## config.mk

```make
export PLATFORM = sky130hd
export DESIGN_NAME = clock_divider_prog
export DESIGN_NICKNAME = d
export VERILOG_FILES = /design/src/rtl/clock_divider_prog.sv
export SDC_FILE = /design/constraint.sdc
export NUM_CORES = 1
export LEC_CHECK = 0
export CORE_UTILIZATION = 45
export CTS_BUF_LIST = sky130_fd_sc_hd__clkbuf_8
export CTS_CLUSTER_SIZE = 30
export DETAILED_ROUTE_END_ITERATION = 7
export GPL_TIMING_DRIVEN = 0
export HOLD_SLACK_MARGIN = 0.12
export PLACE_DENSITY = 0.76
export SYNTH_ARGS = -nofsm -noshare
export SYNTH_HDL_FRONTEND = slang
export SYNTH_SLANG_ARGS = --single-unit
```

## constraint.sdc

```tcl
create_clock -name clk -period 4.7 [get_ports clk]
set_clock_uncertainty 0.2 [all_clocks]
set_input_delay 0.705 -clock clk [delete_from_list [all_inputs] [get_ports clk]]
set_output_delay 0.705 -clock clk [all_outputs]
set_load 0.01 [all_outputs]
```

## src/rtl/clock_divider_prog.sv

```systemverilog
// Programmable single-clock divider: emits a one-cycle enable pulse and a
// near-50% square wave every div_active enabled cycles.
module clock_divider_prog #(
  parameter int unsigned WIDTH       = 25,
  parameter int unsigned DEFAULT_DIV = 4
) (
  input  logic             clk,
  input  logic             rst,
  input  logic             en,
  input  logic             clr,
  input  logic [WIDTH-1:0] div,
  output logic             tick,
  output logic             clkout,
  output logic [WIDTH-1:0] phase,
  output logic [WIDTH-1:0] div_active
);

  localparam logic [WIDTH-1:0] DIV_MIN   = WIDTH'(2);
  localparam logic [WIDTH-1:0] DIV_RESET =
    (DEFAULT_DIV < 32'd2) ? DIV_MIN : WIDTH'(DEFAULT_DIV);

  function automatic logic [WIDTH-1:0] clamp_div(input logic [WIDTH-1:0] x);
    logic [WIDTH-1:0] r;
    if (x < DIV_MIN) begin
      r = DIV_MIN;
    end else begin
      r = x;
    end
    return r;
  endfunction

  logic [WIDTH-1:0] cnt_q, cnt_d;
  logic [WIDTH-1:0] div_q, div_d;
  logic             tick_q, tick_d;
  logic             clkout_q, clkout_d;
  logic             wrap_s;
  logic [WIDTH-1:0] half_s;
  logic [WIDTH-1:0] cnt_inc_s;

  assign wrap_s    = (cnt_q == (div_q - WIDTH'(1)));
  // High phase length is ceil(D/2), so odd divisors get the extra high cycle.
  assign half_s    = div_q - (div_q >> 1);
  assign cnt_inc_s = cnt_q + WIDTH'(1);

  // Next-state selection: clr beats en; divisor only reloads at wrap or clr.
  always_comb begin
    cnt_d    = cnt_q;
    div_d    = div_q;
    clkout_d = clkout_q;
    tick_d   = 1'b0;
    if (clr) begin
      cnt_d    = '0;
      div_d    = clamp_div(div);
      clkout_d = 1'b1;
    end else if (en) begin
      if (wrap_s) begin
        cnt_d    = '0;
        div_d    = clamp_div(div);
        clkout_d = 1'b1;
        tick_d   = 1'b1;
      end else begin
        cnt_d    = cnt_inc_s;
        clkout_d = (cnt_inc_s < half_s);
      end
    end else begin
      cnt_d    = cnt_q;
      clkout_d = clkout_q;
    end
  end

  // State registers with synchronous reset.
  always_ff @(posedge clk) begin
    if (rst) begin
      cnt_q    <= '0;
      div_q    <= DIV_RESET;
      tick_q   <= 1'b0;
      clkout_q <= 1'b0;
    end else begin
      cnt_q    <= cnt_d;
      div_q    <= div_d;
      tick_q   <= tick_d;
      clkout_q <= clkout_d;
    end
  end

  assign tick       = tick_q;
  assign clkout     = clkout_q;
  assign phase      = cnt_q;
  assign div_active = div_q;

endmodule

```

==> results.json <==
{
  "fin_crit_sh": 0.921,
  "p_leak_nw": 2.78,
  "cts_buffers": 5,
  "max_slew_margin": 0.537,
  "grt_pass1_wl_mm": 25.1,
  "diodes": 0,
  "utilization": 0.564,
  "worstPathArrival_ps": 4400,
  "via_per_inst": 5.81,
  "cts_sinks": 52,
  "outcome": "finished, final reports clean",
  "power.density_mw_per_mm2": 205,
  "worst_slew_pin_slew_ps": 695,
  "die_x_um": 112,
  "clockRootBuffer": "clkbuf_8",
  "synth_top_area_frac": 0.190,
  "ys_types": 67,
  "cts_hold_buf": 0,
  "core_mm2": 0.0117,
  "synth_edf_count": 0,
  "path_clk_slew_ps": 100,
  "yosysMostFrequentCell": "ha_1",
  "critPathCaptureType": "register",
  "ir_drop_uv": 116,
  "syn-cell-area_mm2": 0.00549,
  "area_growth_pct": 19.8,
  "syn-instance-count": 685,
  "grt.total_usage": 0.246,
  "grt_max_degree": 16,
  "die_h_um": 112,
  "avgSynthCellArea_um2": 8.01,
  "rsz0062_at_grt": "false",
  "holdCritPathClass": "register to register",
  "vias": 5323,
  "yosys_warnings": 0,
  "dp.cells": 908,
  "syn_nets": 791,
  "first_pass_iters": 5,
  "dp_hpwl_mm": 12.9,
  "clock.fmax_mhz": 231,
  "yosysTopAreaCell": "dfxtp_1",
  "ys.flop_type": "dfxtp_1",
  "fp-row-count": 39,
  "die_area_mm2": 0.0126,
  "initial_core_util": 0.471,
  "setup_violations": 0,
  "worst_slack_ps": 370,
  "critPathLaunchType": "register",
  "cts-htree-levels": 2,
  "ctsResizeCount": 0,
  "crit_fanout": 5,
  "setup_tns_ps": 0,
  "period_needed_ps": 4330,
  "grt-ovfl-total": 0,
  "ys_top_cells_by_area": "dfxtp_1 19%, ha_1 17%, xnor2_1 7.7%",
  "seq_area_frac_synth": 0.190,
  "portBuffers": 80,
  "grt_pass1_vias": 5138,
  "place_ws_ps": 265,
  "drcViolationCount": 0,
  "final_antenna_net_count": 0,
  "postCtsSetupBuffers": 0,
  "crit_type": "register to register",
  "hold_violations": 0,
  "synthArstFlopShare": 0,
  "gp_congestion": 0.879,
  "cts_max_path_buffers": 2,
  "wl_per_cell_um": 16.9,
  "drt_iter0_markers": 323,
  "drv_slew": 0,
  "antenna_found_initial": 0,
  "synthTopCellsByCount": "76 x ha_1, 66 x nor2_1, 52 x dfxtp_1",
  "clk_latency_ps": 310,
  "final_cell_area_mm2": 0.00658,
  "final_cell_count_no_fill": 916,
  "drive_gt1_frac": 0.0479,
  "cts_tree": "yes",
  "fin_nets": 878,
  "io_pins": 81,
  "max_cap_viol_count": 0,
  "place_area_mm2": 0.00647,
  "required_ps": 4770,
  "synth_seq_cells": 52,
  "wl_mm": 15.5
}
## placed cells by master (no fill, tap or decap), types with 4 or more instances in the layout
| cell | synthesis | routed |
|---|---|---|
| clkdlybuf4s50_1 | 0 | 80 |
| ha_1 | 76 | 76 |
| nor2_1 | 66 | 65 |
| inv_1 | 51 | 51 |
| dfxtp_1 | 52 | 50 |
| xnor2_1 | 48 | 48 |
| a21oi_1 | 41 | 40 |
| nand3_1 | 36 | 36 |
| nand2_1 | 35 | 35 |
| xor2_1 | 34 | 34 |
| nand2b_1 | 24 | 24 |
| mux2i_1 | 24 | 24 |
| o21ai_0 | 17 | 17 |
| clkbuf_1 | 15 | 15 |
| and3_1 | 14 | 14 |
| nand4_1 | 10 | 10 |
| a21o_1 | 10 | 10 |
| nor3_1 | 9 | 9 |
| o21bai_1 | 9 | 9 |
| nor4_1 | 9 | 9 |
| o31ai_1 | 7 | 7 |
| nand3b_1 | 7 | 7 |
| a211oi_1 | 6 | 6 |
| clkbuf_8 | 0 | 6 |
| buf_2 | 5 | 5 |
| nor4b_1 | 5 | 5 |
| nor2b_1 | 4 | 4 |
| a31oi_1 | 4 | 4 |
## routing by layer
metal  routed length, um  vias up  track usage
met2                7250      181        0.432
met5                   0        -            0
li1                    -     2589            -
met4                 221        0       0.0551
met1                7190     2536        0.328
met3                 812       17       0.0211
## final timing paths
path / from / endpoint / cells after the start / slack [ps]
max: div_active[6] / clkout / 18 / 370
min: phase[24] / phase[24] / 2 / 370
max reg2reg: div_active[6] / clkout / 18 / 370
min reg2reg: phase[24] / phase[24] / 2 / 370
## per-stage QoR
step	power, mW	hold WS [ps]
2_1_floorplan	0.889	335
3_3_place_gp	1.05	343
3_5_place_dp	1.07	353
4_1_cts	1.34	369
5_1_grt	1.43	407
6_report	1.35	371
## state kept, by name (all words and copies together), names as in the netlist
register and count:
div_active 25, phase 25, clkout 1, tick 1
## report_power, final
group	leakage (nW)	internal (mW)	switching [mW]	total (mW)
Clock	0.0510	0.118	0.157	0.276
Sequential	0.425	0.456	0.0297	0.485
Combinational	2.31	0.264	0.321	0.586
## final cells by class
class / instances / area (um2)
Tap cell: 143 / 179
Clock inverter: 2 / 10.0
Timing Repair Buffer: 80 / 801
Clock buffer: 6 / 82.6
Multi-Input combinational cell: 558 / 4150
Inverter: 51 / 191
Fill cell: 1065 / 5090
Sequential cell: 52 / 1040
Buffer: 24 / 123
## cell families (layout without fill, tap and decap cells)
family / count (synthesis) / count (layout) / share of synthesized area
compound gates: 133 / 133 / 0.166
xor+xnor: 83 / 83 / 0.135
fa+ha+maj: 77 / 77 / 0.177
buf+inv: 75 / 163 / 0.0572
flops: 52 / 52 / 0.190
mux: 25 / 25 / 0.0465
simple gates: 240 / 240 / 0.229
## critical path, stage by stage (launching register included)
cell and delay [ps]:
dfxtp_1 470, inv_1 130, ha_1 360, or3_4 420
o21bai_4 190, a21oi_2 160, nor2_1 60, o21bai_1 200
a21oi_1 100, o21ai_0 200, xnor2_1 180, ha_1 280
a21o_1 160, a21o_1 170, a221oi_1 220, o21ai_0 170
a221o_1 330, a31oi_1 170, a21o_1 120
Note: power is estimated with default switching activity, not from simulation.
